===== src/rtl/mux_sum_averager.sv =====
// ---------------------------------------------------------------------------
// mux_sum_averager
//
// Windowed accumulator behind the 9-bit adder/mux result. Each IN_VALID
// sample is added into a running sum. After 2**LOG2N samples the window sum
// and its truncated mean are placed in a one-entry output register. That
// register is offered downstream on a valid/ready port. Sampling never stalls.
// If a window completes while the output register is still held, that window
// is dropped and OVERRUN is set. OVERRUN stays set until CLR.
//
// Optional feature (macro MUX_SUM_MINMAX_EN): adds MAX_OUT/MIN_OUT. These
// carry the largest and smallest sample of the window. They are latched
// together with SUM_OUT.
//
// Parameters
//   LOG2N      log2 of samples per window (1..8)
// Ports
//   CLK        rising-edge clock
//   RST        asynchronous active-high reset
//   P_IN       9-bit unsigned sample
//   IN_VALID   take P_IN this cycle
//   CLR        abort current window, clear OVERRUN (wins over IN_VALID)
//   SUM_OUT    held window sum, 9+LOG2N bits
//   AVG_OUT    held window mean (SUM_OUT >> LOG2N)
//   OUT_VALID  output register holds a result
//   OUT_READY  downstream accepts when OUT_VALID && OUT_READY
//   OVERRUN    sticky: a completed window was discarded
//   SAMPLE_CNT samples taken so far in the current window
//   MAX_OUT    (MUX_SUM_MINMAX_EN) held window maximum
//   MIN_OUT    (MUX_SUM_MINMAX_EN) held window minimum
// ---------------------------------------------------------------------------
module mux_sum_averager #(
    parameter int LOG2N = 3
) (
    input  logic                 CLK,
    input  logic                 RST,
    input  logic [8:0]           P_IN,
    input  logic                 IN_VALID,
    input  logic                 CLR,
    output logic [9+LOG2N-1:0]   SUM_OUT,
    output logic [8:0]           AVG_OUT,
    output logic                 OUT_VALID,
    input  logic                 OUT_READY,
    output logic                 OVERRUN,
`ifdef MUX_SUM_MINMAX_EN
    output logic [8:0]           MAX_OUT,
    output logic [8:0]           MIN_OUT,
`endif
    output logic [LOG2N-1:0]     SAMPLE_CNT
);

    localparam int ACC_W = 9 + LOG2N;
    // The final sample of a window arrives when the counter is all ones.
    localparam logic [LOG2N-1:0] LAST_IDX = '1;

    typedef enum logic {
        EMPTY = 1'b0,
        FULL  = 1'b1
    } out_state_t;

    // Truncated mean: dropping the low LOG2N bits leaves exactly 9 bits.
    function automatic logic [8:0] mean_trunc(input logic [ACC_W-1:0] s);
        mean_trunc = s[ACC_W-1:LOG2N];
    endfunction

    out_state_t         state_q, state_d;
    logic [ACC_W-1:0]   acc_q, acc_d;
    logic [LOG2N-1:0]   cnt_q, cnt_d;
    logic [ACC_W-1:0]   sum_q, sum_d;
    logic [8:0]         avg_q, avg_d;
    logic               ovr_q, ovr_d;

    logic               take;
    logic               last;
    logic               load;
    logic [ACC_W-1:0]   win_sum;

`ifdef MUX_SUM_MINMAX_EN
    function automatic logic [8:0] max9(input logic [8:0] a, input logic [8:0] b);
        max9 = (a > b) ? a : b;
    endfunction

    function automatic logic [8:0] min9(input logic [8:0] a, input logic [8:0] b);
        min9 = (a < b) ? a : b;
    endfunction

    logic [8:0] trk_max_q, trk_max_d;
    logic [8:0] trk_min_q, trk_min_d;
    logic [8:0] win_max, win_min;
    logic [8:0] max_q, max_d;
    logic [8:0] min_q, min_d;
`endif

    // ---- accumulate / window completion ----
    always_comb begin
        take    = IN_VALID && !CLR;
        last    = take && (cnt_q == LAST_IDX);
        win_sum = acc_q + ACC_W'(P_IN);

        acc_d = acc_q;
        cnt_d = cnt_q;
        if (CLR) begin
            acc_d = '0;
            cnt_d = '0;
        end else if (take) begin
            if (last) begin
                acc_d = '0;
                cnt_d = '0;
            end else begin
                acc_d = win_sum;
                cnt_d = cnt_q + 1'b1;
            end
        end
    end

`ifdef MUX_SUM_MINMAX_EN
    // The first sample of a window seeds the trackers. Because CLR zeroes the
    // counter, CLR also reseeds the trackers.
    always_comb begin
        win_max = (cnt_q == '0) ? P_IN : max9(trk_max_q, P_IN);
        win_min = (cnt_q == '0) ? P_IN : min9(trk_min_q, P_IN);

        trk_max_d = trk_max_q;
        trk_min_d = trk_min_q;
        if (take) begin
            trk_max_d = win_max;
            trk_min_d = win_min;
        end
    end
`endif

    // ---- output register: EMPTY/FULL handshake ----
    always_comb begin
        // A finished window loads if the register is free, or if the held
        // result is consumed in this same cycle.
        load    = last && ((state_q == EMPTY) || OUT_READY);
        state_d = state_q;
        case (state_q)
            EMPTY:   if (last) state_d = FULL;
            FULL:    if (OUT_READY && !last) state_d = EMPTY;
            default: state_d = EMPTY;
        endcase

        ovr_d = ovr_q;
        if (CLR) begin
            ovr_d = 1'b0;
        end else if (last && (state_q == FULL) && !OUT_READY) begin
            ovr_d = 1'b1;
        end

        sum_d = load ? win_sum : sum_q;
        avg_d = load ? mean_trunc(win_sum) : avg_q;
`ifdef MUX_SUM_MINMAX_EN
        max_d = load ? win_max : max_q;
        min_d = load ? win_min : min_q;
`endif
    end

    // ---- state registers ----
    always_ff @(posedge CLK or posedge RST) begin
        if (RST) begin
            state_q <= EMPTY;
            acc_q   <= '0;
            cnt_q   <= '0;
            sum_q   <= '0;
            avg_q   <= '0;
            ovr_q   <= 1'b0;
        end else begin
            state_q <= state_d;
            acc_q   <= acc_d;
            cnt_q   <= cnt_d;
            sum_q   <= sum_d;
            avg_q   <= avg_d;
            ovr_q   <= ovr_d;
        end
    end

`ifdef MUX_SUM_MINMAX_EN
    always_ff @(posedge CLK or posedge RST) begin
        if (RST) begin
            trk_max_q <= '0;
            trk_min_q <= 9'h1FF;
            max_q     <= '0;
            min_q     <= 9'h1FF;
        end else begin
            trk_max_q <= trk_max_d;
            trk_min_q <= trk_min_d;
            max_q     <= max_d;
            min_q     <= min_d;
        end
    end

    assign MAX_OUT = max_q;
    assign MIN_OUT = min_q;
`endif

    assign SUM_OUT    = sum_q;
    assign AVG_OUT    = avg_q;
    assign OUT_VALID  = (state_q == FULL);
    assign OVERRUN    = ovr_q;
    assign SAMPLE_CNT = cnt_q;

endmodule


===== config.mk =====
export PLATFORM = sky130hd
export DESIGN_NAME = mux_sum_averager
export DESIGN_NICKNAME = d
export VERILOG_FILES = /design/src/rtl/mux_sum_averager.sv
export SDC_FILE = /design/constraint.sdc
export NUM_CORES = 1
export LEC_CHECK = 0
export BUFFER_PORTS_ARGS = -buffer_cell sky130_fd_sc_hd__clkbuf_2
export CAP_MARGIN = 20
export CORE_AREA = 10 10 62 84
export DETAILED_ROUTE_END_ITERATION = 7
export DIE_AREA = 0 0 72 94
export PLACE_DENSITY = 0.73
export SLEW_MARGIN = 20
export SYNTH_ARGS = -nofsm -noshare
export SYNTH_HDL_FRONTEND = slang
export SYNTH_SLANG_ARGS = --single-unit

===== constraint.sdc =====
create_clock -name CLK -period 1.9 [get_ports CLK]
set_input_delay 0.38 -clock CLK [delete_from_list [all_inputs] [get_ports CLK]]
set_output_delay 0.38 -clock CLK [all_outputs]
set_load 0.02 [all_outputs]

**Word level (Yosys, flattened, before mapping)**

Index checks and enable logic that the tools add are counted.
Widths: inputs -> output; s select.

- Multiplexer cells: 11
- Reduce and logical (&&, ||, !) cells: 12
- Eq/ne operators: 1
- Bitwise gates (word level): 1
- $add $sub $neg: 2

Operators by type and width:

| kind | number |
|---|---|
| $mux 12 | 3 |
| $add 12x9->12 | 1 |
| $mux 3 | 3 |
| $logic_and 1x1->1 | 6 |
| $mux 1 | 4 |
| $reduce_bool 2->1 | 2 |
| $add 3x1->3 const B | 1 |
| $eq 3x3->1 const B | 1 |
| $logic_not 1->1 | 3 |
| $pmux 1 s2 | 1 |
| $logic_or 1x1->1 | 1 |
| $not 1->1 | 1 |

- Bits of input ports: 14
- Bits in registers: 38
- Output and inout bits: 26

**Logic depth before layout (Yosys ltp)**

Gate-level depths: netlist (run 1).

- Depth after elaboration: 7
- Gate-level depth with buffers: 8
- Mapped depth without buffers: 8

**Worst setup path before layout (run 1)**

Ideal clock, no wire load.

- Path kind: in2reg
- From: input P_IN[0]
- To: register acc_q[10]
- Arrival: 1.920 ns
- Path slack: -0.141 ns
- Cell stages on the path: 8
- Setup time: 0.121 ns
- Required time: 1.779 ns
- Cells stage by stage: ha_1 > inv_1 > fa_1 > nand2b_1 > a211o_1 > a21oi_1 > o22ai_1 > a22o_1

- Longest elaborated chain between the ends: 4

RTL lines:

| what | RTL line | text |
|---|---|---|
| from (decl) | 37 | `input logic [8:0] P_IN,` |
| $add 12x9->12 | 98 | `win_sum = acc_q + ACC_W'(P_IN);` |
| $mux 12 | 106 | `if (last) begin` |
| $mux 12 | 105 | `end else if (take) begin` |
| $mux 12 | 102 | `if (CLR) begin` |
| to (signal assigned) | 163 | `acc_q <= '0;` |
| to (signal assigned) | 170 | `acc_q <= acc_d;` |
| to (decl) | 67 | `logic [ACC_W-1:0] acc_q, acc_d;` |

No other way between the ends. The select of a mux whose other input is x is not followed.
A chain may end at the register's enable or synchronous reset.

**Final worst setup path (run 1)**

- From: register acc_q[4]
- To: register acc_q[10]

- Longest elaborated chain between the ends: 4

RTL lines:

| what | RTL line |
|---|---|
| $add 12x9->12 | 98 |
| $mux 12 | 106 |
| $mux 12 | 105 |
| $mux 12 | 102 |

No other way between the ends. The select of a mux whose other input is x is not followed.

==> qor.txt, run 1 <==
critical path class -> flip-flop to flip-flop
Die W -> 72 um
final wirelength -> 4460 um
worst setup margin -> -0.104 ns
Worst-Margin Slew -> 0.885 ns
min cycle time layout -> 2.00 ns
CP startpoint kind -> flip-flop
Overflow after GRT -> 0
pwr/cell area -> 721 nW/um2
Max Freq -> 0.499 GHz
Slew Viols, Final -> 0
Finished Layout Cells -> 270
Setup violations, final -> 6
Worst Setup End Kind -> flip-flop
Ys Warns -> 0
most frequent cells in the layout -> clkbuf_2, dfrtp_1, buf_4
row cnt -> 26
via count -> 1492
maximum VDD drop -> 0.000599 V
Initial Utilization -> 46.6%
Post-CTS Hold Buffers -> 0
antenna-violating nets left -> 0
die area -> 6770 um2
Top Metal Used -> met4
layout cell share with drive strength beyond 1 -> 46.9%
clk_lat worst skew -> 0.29 ns
CTS tree -> yes
met1 wire length -> 1780 um
number of diodes -> 0
most common cell after layout, fill and taps aside -> clkbuf_2
placed cells -> 253
met2 wire len -> 2240 um
post-synthesis cell count -> 169
Synth Net Count -> 195
Tcrit/Tclk final -> 105%
Area after DPL -> 2020 um2
Syn Std Cell Area -> 1700 um2
vias in the first global route -> 1565
initial antenna violation count -> 0
drt pass-1 iters -> 4
root buf cell -> clkbuf_8
area added between synthesis and finish -> 36.0%
post-synthesis sequential area ratio -> 42.7%
Max-Cap Viols -> 0
CTS max path bufs -> 2
status -> complete, but fails checks
largest net degree at the start of global routing -> 30
Sink Count -> 29
Clock Skews -> 0.00990 ns
CP arrival -> 2.18 ns
endpoints failing hold -> 0
first-pass GRT wire length -> 7420 um
#FFs+latches synth -> 29
initial DRC count -> 61
Port Buffer Count -> 39
GP Congestion -> 0.855
io pins -> 40
clock-pin slew on the worst setup and hold paths -> 0.07 ns
met3 wire length -> 310 um
syn avg cell area -> 10.1 um2
Slew HR -> 40.8%
RSZ-0062 raised after global routing -> yes
fin nets -> 253
Cell variety after synth -> 47
failing checks -> setup timing
H-tree Lvls -> 2
path category of the worst min-delay check -> primary input to asynchronous set/reset pin
drc violations -> 0
drt via density -> 5.53
Post-DP HPWL -> 3130 um
LEAKAGE -> 0.00116 uW
CTS Buf Count -> 5
wire per inst -> 16.5 um
Data required, critical path -> 2.08 ns
Finished Cell Area -> 2310 um2
Core ar. -> 3640 um2
Tot GR Track Use -> 13.5%
Critical Path Fanout Max -> 3
Die Ht -> 94 um
[metrics by stage]
stage	TNS [ns]	setup WS [ns]	hold WS [ns]	util, %	total power (uW)
3_3_place_gp	-0.898	-0.134	0.455	55.4	1060
5_1_grt	-0.946	-0.147	0.175	63.4	1760
3_5_place_dp	-1.30	-0.215	0.460	55.4	1070
6_report	-0.261	-0.104	0.129	63.4	1670
2_1_floorplan	-0.00444	-0.00444	0.453	-	941
4_1_cts	-0.170	-0.0630	0.151	60.9	1630
[state kept, by name, summed over array words and instances (netlist names)]
signal and flops:
OUT_VALID 1, SAMPLE_CNT 3, SUM_OUT 12, OVERRUN 1, acc_q 12
[cells by family after synthesis]
| family | after synthesis | synth area share, % |
|---|---|---|
| compound gates | 46 | 19.7 |
| xor+xnor | 6 | 3.09 |
| fa+ha+maj | 12 | 9.28 |
| buf+inv | 20 | 6.48 |
| flops | 29 | 42.7 |
| mux | 6 | 3.90 |
| simple gates | 50 | 14.9 |
[metal layers]
metal	up-vias	track usage, %
li1	723	-
met1	716	14.2
met2	40	22.6
met3	13	5.08
met4	0	6.96
met5	-	0
[report_power, final]
| group | total, uW | internal, uW | switching (uW) |
|---|---|---|---|
| logic | 485 | 244 | 241 |
| clock network | 509 | 252 | 256 |
| registers | 674 | 649 | 24.8 |
| total | 1670 | 1150 | 522 |
[timing repair]
| action | 4_1_cts | 5_1_grt |
|---|---|---|
| resized for setup | 10 | 17 |
| setup endpoints to repair | 6 | 12 |
| setup buffers | 6 | 3 |
| gates cloned | 0 | 0 |
| pin swaps | 10 | 6 |
[worst max-delay path, cell delays in order (launching register included)]
cell,delay [ns]
dfrtp_1,0.41
ha_4,0.31
buf_6,0.10
o211ai_1,0.13
buf_4,0.17
a211o_1,0.28
a21oi_2,0.16
o22ai_1,0.11
a22o_1,0.24
[path summary, 6_finish.rpt]
check / start / end / slack, ns / cells after the start
worst max-delay path: acc_q[4] / acc_q[10] / -0.10 / 8
max in group asynchronous: RST / SUM_OUT[3] / 1.48 / 3
worst min-delay path: RST / SUM_OUT[10] / 0.13 / 3
worst max register to register: acc_q[4] / acc_q[10] / -0.10 / 8
min in group CLK: IN_VALID / OUT_VALID / 0.39 / 3
worst min register to register: SUM_OUT[0] / SUM_OUT[0] / 0.48 / 2
[cells in the mapped netlist (all sizes together)]
master | n | area, um2
dfrtp | 29 | 726
nand2 | 19 | 71.3
ha | 11 | 138
buf | 10 | 72.6
nor2 | 9 | 33.8
a21oi | 7 | 35.0
a22o | 7 | 61.3
o21ai | 7 | 35.0
inv | 6 | 22.5
mux2 | 5 | 56.3
and2 | 4 | 27.5
clkbuf | 4 | 15.0
xnor2 | 4 | 35.0
a21o | 3 | 23.8
nor3 | 3 | 20.0
o211ai | 3 | 22.5
o31ai | 3 | 22.5
a211oi | 2 | 15.0
a31oi | 2 | 12.5
and3 | 2 | 12.5
nand2b | 2 | 12.5
nand3 | 2 | 10.0
nand4b | 2 | 17.5
nor2b | 2 | 12.5
or3 | 2 | 12.5
xor2 | 2 | 17.5
a211o | 1 | 8.76
a21bo | 1 | 10.0
a21boi | 1 | 7.51
a221oi | 1 | 15.0
a22oi | 1 | 7.51
a31o | 1 | 8.76
a32o | 1 | 10.0
and3b | 1 | 8.76
fa | 1 | 20.0
mux2i | 1 | 10.0
nand3b | 1 | 7.51
nor4 | 1 | 6.26
o2111ai | 1 | 8.76
o21a | 1 | 7.51
o21bai | 1 | 7.51
o22ai | 1 | 6.26
o32ai | 1 | 8.76
[area by class of cell]
type                       instances  area (um2)
sequential                        29         726
multi-input combinational        120        1010
clock buffer                       5        68.8
tap                               42        52.6
timing repair buffer              65         410
fill                             300        1330
clock inverter                     3        17.5
inverter                           6        22.5
(Power assumes the default switching activity.)
==> run 2: changes to the inputs <==
--- a/config.mk
+++ b/config.mk
@@ -7,9 +7,9 @@
 export LEC_CHECK = 0
 export BUFFER_PORTS_ARGS = -buffer_cell sky130_fd_sc_hd__clkbuf_2
 export CAP_MARGIN = 20
-export CORE_AREA = 10 10 62 84
+export CORE_AREA = 10 10 78 67
 export DETAILED_ROUTE_END_ITERATION = 7
-export DIE_AREA = 0 0 72 94
+export DIE_AREA = 0 0 88 77
 export PLACE_DENSITY = 0.73
 export SLEW_MARGIN = 20
 export SYNTH_ARGS = -nofsm -noshare
==> run 2 against run 1 <==
  * The flow still finishes with violations (setup timing)
  * Clock skew is 0.0042 ns lower
  * Die area increased by 0.12%
  * Non-clock buffer count is 3 lower
  * Global-route usage fell by 0.45 points
  * Clock power is 1% lower
  * Critical path depth unchanged
  * Final area decreased by 3.3%
  * Sequential share of layout area rose by 1.1 points
  * Via count shrank 1.3%
  * Total power fell by 1.3%
  * Combinational power fell by 4%
  * Critical path type unchanged
  * Highest routed layer unchanged
==> qor.txt, run 2 (synthesized netlist as in run 1, its figures left out) <==
most common cell after layout, fill and taps aside -> clkbuf_2 (unchanged)
Setup violations, final -> 6 (unchanged)
worst setup margin -> -0.0879 ns (was -0.104 ns)
min cycle time layout -> 1.99 ns (was 2.00 ns)
Worst path max stage delay -> 0.36 ns (was 0.41 ns)
R2R Setup Slk -> -0.09 ns (was -0.10 ns)
antenna-violating nets left -> 0 (unchanged)
initial DRC count -> 82 (was 61)
drc violations -> 0 (unchanged)
io pins -> 40 (unchanged)
via count -> 1473 (was 1492)
CTS Buf Count -> 5 (unchanged)
vias in the first global route -> 1529 (was 1565)
number of diodes -> 0 (unchanged)
Data required, critical path -> 2.07 ns (was 2.08 ns)
Post-CTS Hold Buffers -> 0 (unchanged)
clock-pin slew on the worst setup and hold paths -> 0.06 ns (was 0.07 ns)
Core ar. -> 3680 um2 (was 3640 um2)
Overflow after GRT -> 0 (unchanged)
fin nets -> 250 (was 253)
largest net degree at the start of global routing -> 30 (unchanged)
Initial Utilization -> 46.2% (was 46.6%)
Tot GR Track Use -> 13.0% (was 13.5%)
FF-to-FF End -> acc_q[10] (unchanged)
critical path class -> flip-flop to flip-flop (unchanged)
drt pass-1 iters -> 4 (unchanged)
most frequent cells in the layout -> clkbuf_2, dfrtp_1, buf_4 (unchanged)
Finished Cell Area -> 2230 um2 (was 2310 um2)
LEAKAGE -> 0.00114 uW (was 0.00116 uW)
Slowest cell on crit path -> dfrtp_1 (unchanged)
Area after DPL -> 2010 um2 (was 2020 um2)
root buf cell -> clkbuf_8 (unchanged)
CP arrival -> 2.16 ns (was 2.18 ns)
area added between synthesis and finish -> 31.5% (was 36.0%)
layout cell share with drive strength beyond 1 -> 41.5% (was 46.9%)
Max Freq -> 0.503 GHz (was 0.499 GHz)
H-tree Lvls -> 2 (unchanged)
pwr/cell area -> 736 nW/um2 (was 721 nW/um2)
failing checks -> setup timing (unchanged)
wire per inst -> 16.0 um (was 16.5 um)
die area -> 6780 um2 (was 6770 um2)
Slew Viols, Final -> 0 (unchanged)
drt via density -> 5.50 (was 5.53)
R2R Path Start -> acc_q[0] (was acc_q[4])
Slew HR -> 74.4% (was 40.8%)
Die Ht -> 77 um (was 94 um)
final wirelength -> 4280 um (was 4460 um)
Worst-Margin Slew -> 0.384 ns (was 0.885 ns)
CP Cell Sequence -> ha_2, inv_2, fa_2, nand2b_4, a211o_1, a21oi_2, o22ai_1, a22o_1 (was ha_4, buf_6, o211ai_1, buf_4, a211o_1, a21oi_2, o22ai_1, a22o_1)
path category of the worst min-delay check -> primary input to asynchronous set/reset pin (unchanged)
CTS max path bufs -> 2 (unchanged)
Clock Skews -> 0.00575 ns (was 0.00990 ns)
CTS tree -> yes (unchanged)
Port Buffer Count -> 39 (unchanged)
CP startpoint kind -> flip-flop (unchanged)
maximum VDD drop -> 0.000368 V (was 0.000599 V)
Sink Count -> 29 (unchanged)
Critical Path Fanout Max -> 3 (unchanged)
GP Congestion -> 0.861 (was 0.855)
fin util -> 60.7% (was 63.4%)
status -> complete, but fails checks (unchanged)
Tcrit/Tclk final -> 105% (about the same)
row cnt -> 20 (was 26)
initial antenna violation count -> 0 (unchanged)
Worst Setup End Kind -> flip-flop (unchanged)
endpoints failing hold -> 0 (unchanged)
first-pass GRT wire length -> 7200 um (was 7420 um)
Place WS -> -0.177 ns (was -0.215 ns)
path depth of the worst reg2reg path -> 8 (unchanged)
RSZ-0062 raised after global routing -> yes (unchanged)
Max-Cap Viols -> 0 (unchanged)
Post-DP HPWL -> 3120 um (was 3130 um)
clk_lat worst skew -> 0.28 ns (was 0.29 ns)
Die W -> 88 um (was 72 um)
-- run 2: cell types whose count changed in the layout (fill, tap and decap cells not counted), moves of 2 or more --
cell / change
ha_1: +3
ha_4: -2
buf_4: -2
clkinv_2: -2
-- run 2: metrics by stage --
stage / cells / TNS, ns / power [uW] / hold slack [ns]
after floorplan: 169 / -0.00444 / 941 / 0.453
after global placement: 253 / -0.862 / 1060 / 0.451
after detailed placement: 253 / -0.954 / 1070 / 0.455
after CTS: 262 / -0.121 / 1610 / 0.158
after global routing: 268 / -0.856 / 1740 / 0.186
final: 268 / -0.172 / 1650 / 0.139
-- run 2: metal layers --
metal  track usage [%]  wire [um]  vias up
li1                  -          -      715
met1              16.5       1950      707
met2              19.5       1980       42
met3              4.01        271        9
met4              5.73         82        0
met5                 0          0        -
-- run 2: worst max-delay path by stage --
stage	startpoint	to	slack, ns	cells past startpoint
after floorplan	P_IN[0]	acc_q[10]	-0.004	8
after global placement	P_IN[0]	acc_q[10]	-0.14	9
after detailed placement	P_IN[0]	acc_q[10]	-0.18	9
after CTS	acc_q[0]	acc_q[10]	-0.08	8
after global routing	acc_q[0]	acc_q[8]	-0.16	8
final	acc_q[0]	acc_q[10]	-0.09	8
-- run 2: layout make-up --
cell class / instances / area (um2)
Fill cell: 314 / 1440
Multi-Input combinational cell: 120 / 961
Sequential cell: 29 / 726
Timing Repair Buffer: 62 / 384
Clock buffer: 7 / 86.3
Tap cell: 44 / 55.1
Inverter: 6 / 22.5
-- run 2: timing repair --
item,4_1_cts,5_1_grt
pin swaps,3,11
endpoints found under the setup margin,6,14
buffers inserted,2,6
resized for setup,6,10
-- run 2: critical path: cells and delay by family, from the launching register on --
kind            cells  cell delay, ns
flops               1            0.36
compound gates      4            0.77
fa+ha+maj           2            0.55
buf+inv             1            0.04
simple gates        1            0.16
-- run 2: report_power, final --
part / switching, uW / internal, uW / total (uW)
Sequential: 24.6 / 650 / 674
Clock: 217 / 286 / 504
Combinational: 239 / 228 / 467
==> run 3: changes to the inputs <==
--- a/config.mk
+++ b/config.mk
@@ -7,10 +7,11 @@
 export LEC_CHECK = 0
 export BUFFER_PORTS_ARGS = -buffer_cell sky130_fd_sc_hd__clkbuf_2
 export CAP_MARGIN = 20
-export CORE_AREA = 10 10 78 67
+export CORE_AREA = 10 10 77 66
+export CTS_BUF_LIST = sky130_fd_sc_hd__clkbuf_4 sky130_fd_sc_hd__clkbuf_8
 export DETAILED_ROUTE_END_ITERATION = 7
-export DIE_AREA = 0 0 88 77
-export PLACE_DENSITY = 0.73
+export DIE_AREA = 0 0 87 76
+export PLACE_DENSITY = 0.75
 export SLEW_MARGIN = 20
 export SYNTH_ARGS = -nofsm -noshare
 export SYNTH_HDL_FRONTEND = slang
==> run 3 against run 2 <==
  * The flow still finishes with violations (setup timing)
  * Total power rose by 0.82%
  * Register-to-register slack barely moved
  * Clock power up 4.4%
  * Maximum frequency shrank 0.19%
  * Final area rose by 0.28%
  * Critical endpoint unchanged
  * Global-route usage shrank 0.27 points
  * Critical path type unchanged
  * Core utilization rose by 1.0 points
  * First-iteration DRC count up 28%
==> qor.txt, run 3 (synthesized netlist as in run 1, its figures left out) <==
worst setup path end -> acc_q[10] (unchanged)
endpoints failing hold -> 0 (unchanged)
Filler cells -> 305 (was 314)
first-pass GRT wire length -> 6950 um (was 7200 um)
most frequent cells in the layout -> clkbuf_2, dfrtp_1, buf_4 (unchanged)
Worst-Margin Slew -> 0.392 ns (was 0.384 ns)
critical path class -> flip-flop to flip-flop (unchanged)
Initial Utilization -> 46.8% (was 46.2%)
Core ar. -> 3630 um2 (was 3680 um2)
GP Congestion -> 0.851 (was 0.861)
hold slack final -> 0.137 ns (was 0.139 ns)
maximum VDD drop -> 0.000497 V (was 0.000368 V)
Max Freq -> 0.502 GHz (was 0.503 GHz)
H-tree Lvls -> 2 (unchanged)
register area -> 726 um2 (unchanged)
Clock Skews -> 0.00443 ns (was 0.00575 ns)
Die W -> 87 um (was 88 um)
met3 usage -> 4.91% (was 4.01%)
Critical Path Fanout Max -> 3 (unchanged)
fin nets -> 249 (was 250)
global-route layer with the greatest usage -> met2 (unchanged)
CP arrival -> 2.17 ns (was 2.16 ns)
number of diodes -> 0 (unchanged)
CP startpoint kind -> flip-flop (unchanged)
worst setup margin -> -0.0916 ns (was -0.0879 ns)
clk_lat worst skew -> 0.28 ns (about the same)
io pins -> 40 (unchanged)
Tot Pwr -> 1660 uW (was 1650 uW)
R2R Path Start -> acc_q[0] (unchanged)
FF-to-FF End -> acc_q[10] (unchanged)
pwr/cell area -> 740 nW/um2 (was 736 nW/um2)
Tcrit/Tclk final -> 105% (about the same)
CP Launch Point -> acc_q[0] (unchanged)
Data required, critical path -> 2.07 ns (about the same)
Port Buffer Count -> 39 (unchanged)
initial antenna violation count -> 0 (unchanged)
most common cell after layout, fill and taps aside -> clkbuf_2 (unchanged)
CTS max path bufs -> 2 (unchanged)
area added between synthesis and finish -> 31.9% (was 31.5%)
Finished Layout Cells -> 267 (was 268)
Post-DP HPWL -> 3120 um (about the same)
antenna-violating nets left -> 0 (unchanged)
Slew Viols, Final -> 0 (unchanged)
largest net degree at the start of global routing -> 30 (unchanged)
Max-Cap Viols -> 0 (unchanged)
Overflow after GRT -> 0 (unchanged)
row cnt -> 20 (unchanged)
area of the multi-input gates -> 987 um2 (was 961 um2)
CTS tree -> yes (unchanged)
Sink Count -> 29 (unchanged)
root buf cell -> clkbuf_8 (unchanged)
clock-pin slew on the worst setup and hold paths -> 0.06 ns (about the same)
drc violations -> 0 (unchanged)
drt via density -> 5.53 (was 5.50)
status -> complete, but fails checks (unchanged)
path depth of the worst reg2reg path -> 8 (unchanged)
Place WS -> -0.172 ns (was -0.177 ns)
Post-CTS Hold Buffers -> 0 (unchanged)
final wirelength -> 4270 um (was 4280 um)
placed cells -> 254 (was 253)
GR Util met2 -> 19.3% (was 19.5%)
drt pass-1 iters -> 4 (unchanged)
Setup violations, final -> 4 (was 6)
Die Ht -> 76 um (was 77 um)
via count -> 1476 (was 1473)
vias in the first global route -> 1506 (was 1529)
Worst Setup End Kind -> flip-flop (unchanged)
CTS Buf Count -> 5 (unchanged)
layout cell share with drive strength beyond 1 -> 42.6% (was 41.5%)
RSZ-0062 raised after global routing -> yes (unchanged)
Slew HR -> 73.8% (was 74.4%)
R2R Setup Slk -> -0.09 ns (about the same)
LEAKAGE -> 0.00114 uW (about the same)
die area -> 6610 um2 (was 6780 um2)
min cycle time layout -> 1.99 ns (about the same)
met1 Resource Use GR -> 15.5% (was 16.5%)
path category of the worst min-delay check -> primary input to asynchronous set/reset pin (unchanged)
wire per inst -> 16.0 um (about the same)
Tot GR Track Use -> 12.7% (was 13.0%)
initial DRC count -> 105 (was 82)
failing checks -> setup timing (unchanged)
## run 3: changes by cell type in the layout (fill, tap and decap cells not counted), sizes merged
cell | previous run | this run
buf | 23 | 22
## run 3: routing by layer
| layer | part of all wire (%) | wire, um | vias up |
|---|---|---|---|
| met2 | 47 | 2010 | 40 |
| met4 | 1.6 | 69 | 0 |
| met3 | 7.2 | 308 | 9 |
| li1 | - | - | 715 |
| met5 | 0 | 0 | - |
| met1 | 44 | 1880 | 712 |
## run 3: worst max-delay path, stage by stage (launching register included)
cell	delay, ns
dfrtp_1	0.35
ha_2	0.20
inv_2	0.04
fa_2	0.33
nand2b_4	0.16
a211o_1	0.27
a21oi_2	0.21
o22ai_1	0.09
a22o_1	0.24
## run 3: power breakdown
part	switching, uW	internal [uW]	leakage [uW]
Clock	225	301	0.0000477
Sequential	27.1	650	0.000397
Combinational	239	217	0.000691
## run 3: worst min-delay path by stage
stage,to,slack (ns),cells past startpoint
2_1_floorplan,acc_q[8],0.45,2
3_3_place_gp,SUM_OUT[0],0.45,3
3_5_place_dp,SUM_OUT[9],0.45,3
4_1_cts,SUM_OUT[9],0.15,3
5_1_grt,SUM_OUT[9],0.18,3
6_report,SUM_OUT[0],0.14,3
## run 3: final cells by class
type | instances | area share, %
Multi-Input combinational cell | 120 | 44.1
Inverter | 6 | 1.01
Tap cell | 44 | 2.46
Timing Repair Buffer | 61 | 16.1
Clock buffer | 7 | 4.02
Sequential cell | 29 | 32.4
## run 3: stage by stage
stage          util [%]  setup TNS (ns)  cell area, um2
6_report           61.8          -0.163            2240
4_1_cts            59.6         -0.0993            2160
2_1_floorplan         -        -0.00444            1730
3_5_place_dp       55.5           -1.21            2010
3_3_place_gp       55.5          -0.683            2010
5_1_grt            61.8          -0.891            2240
## run 3: repair_timing
action | 4_1_cts | 5_1_grt
pin swaps | 0 | 10
setup buffers | 2 | 4
resized for setup | 8 | 9
endpoints found under the setup margin | 7 | 12
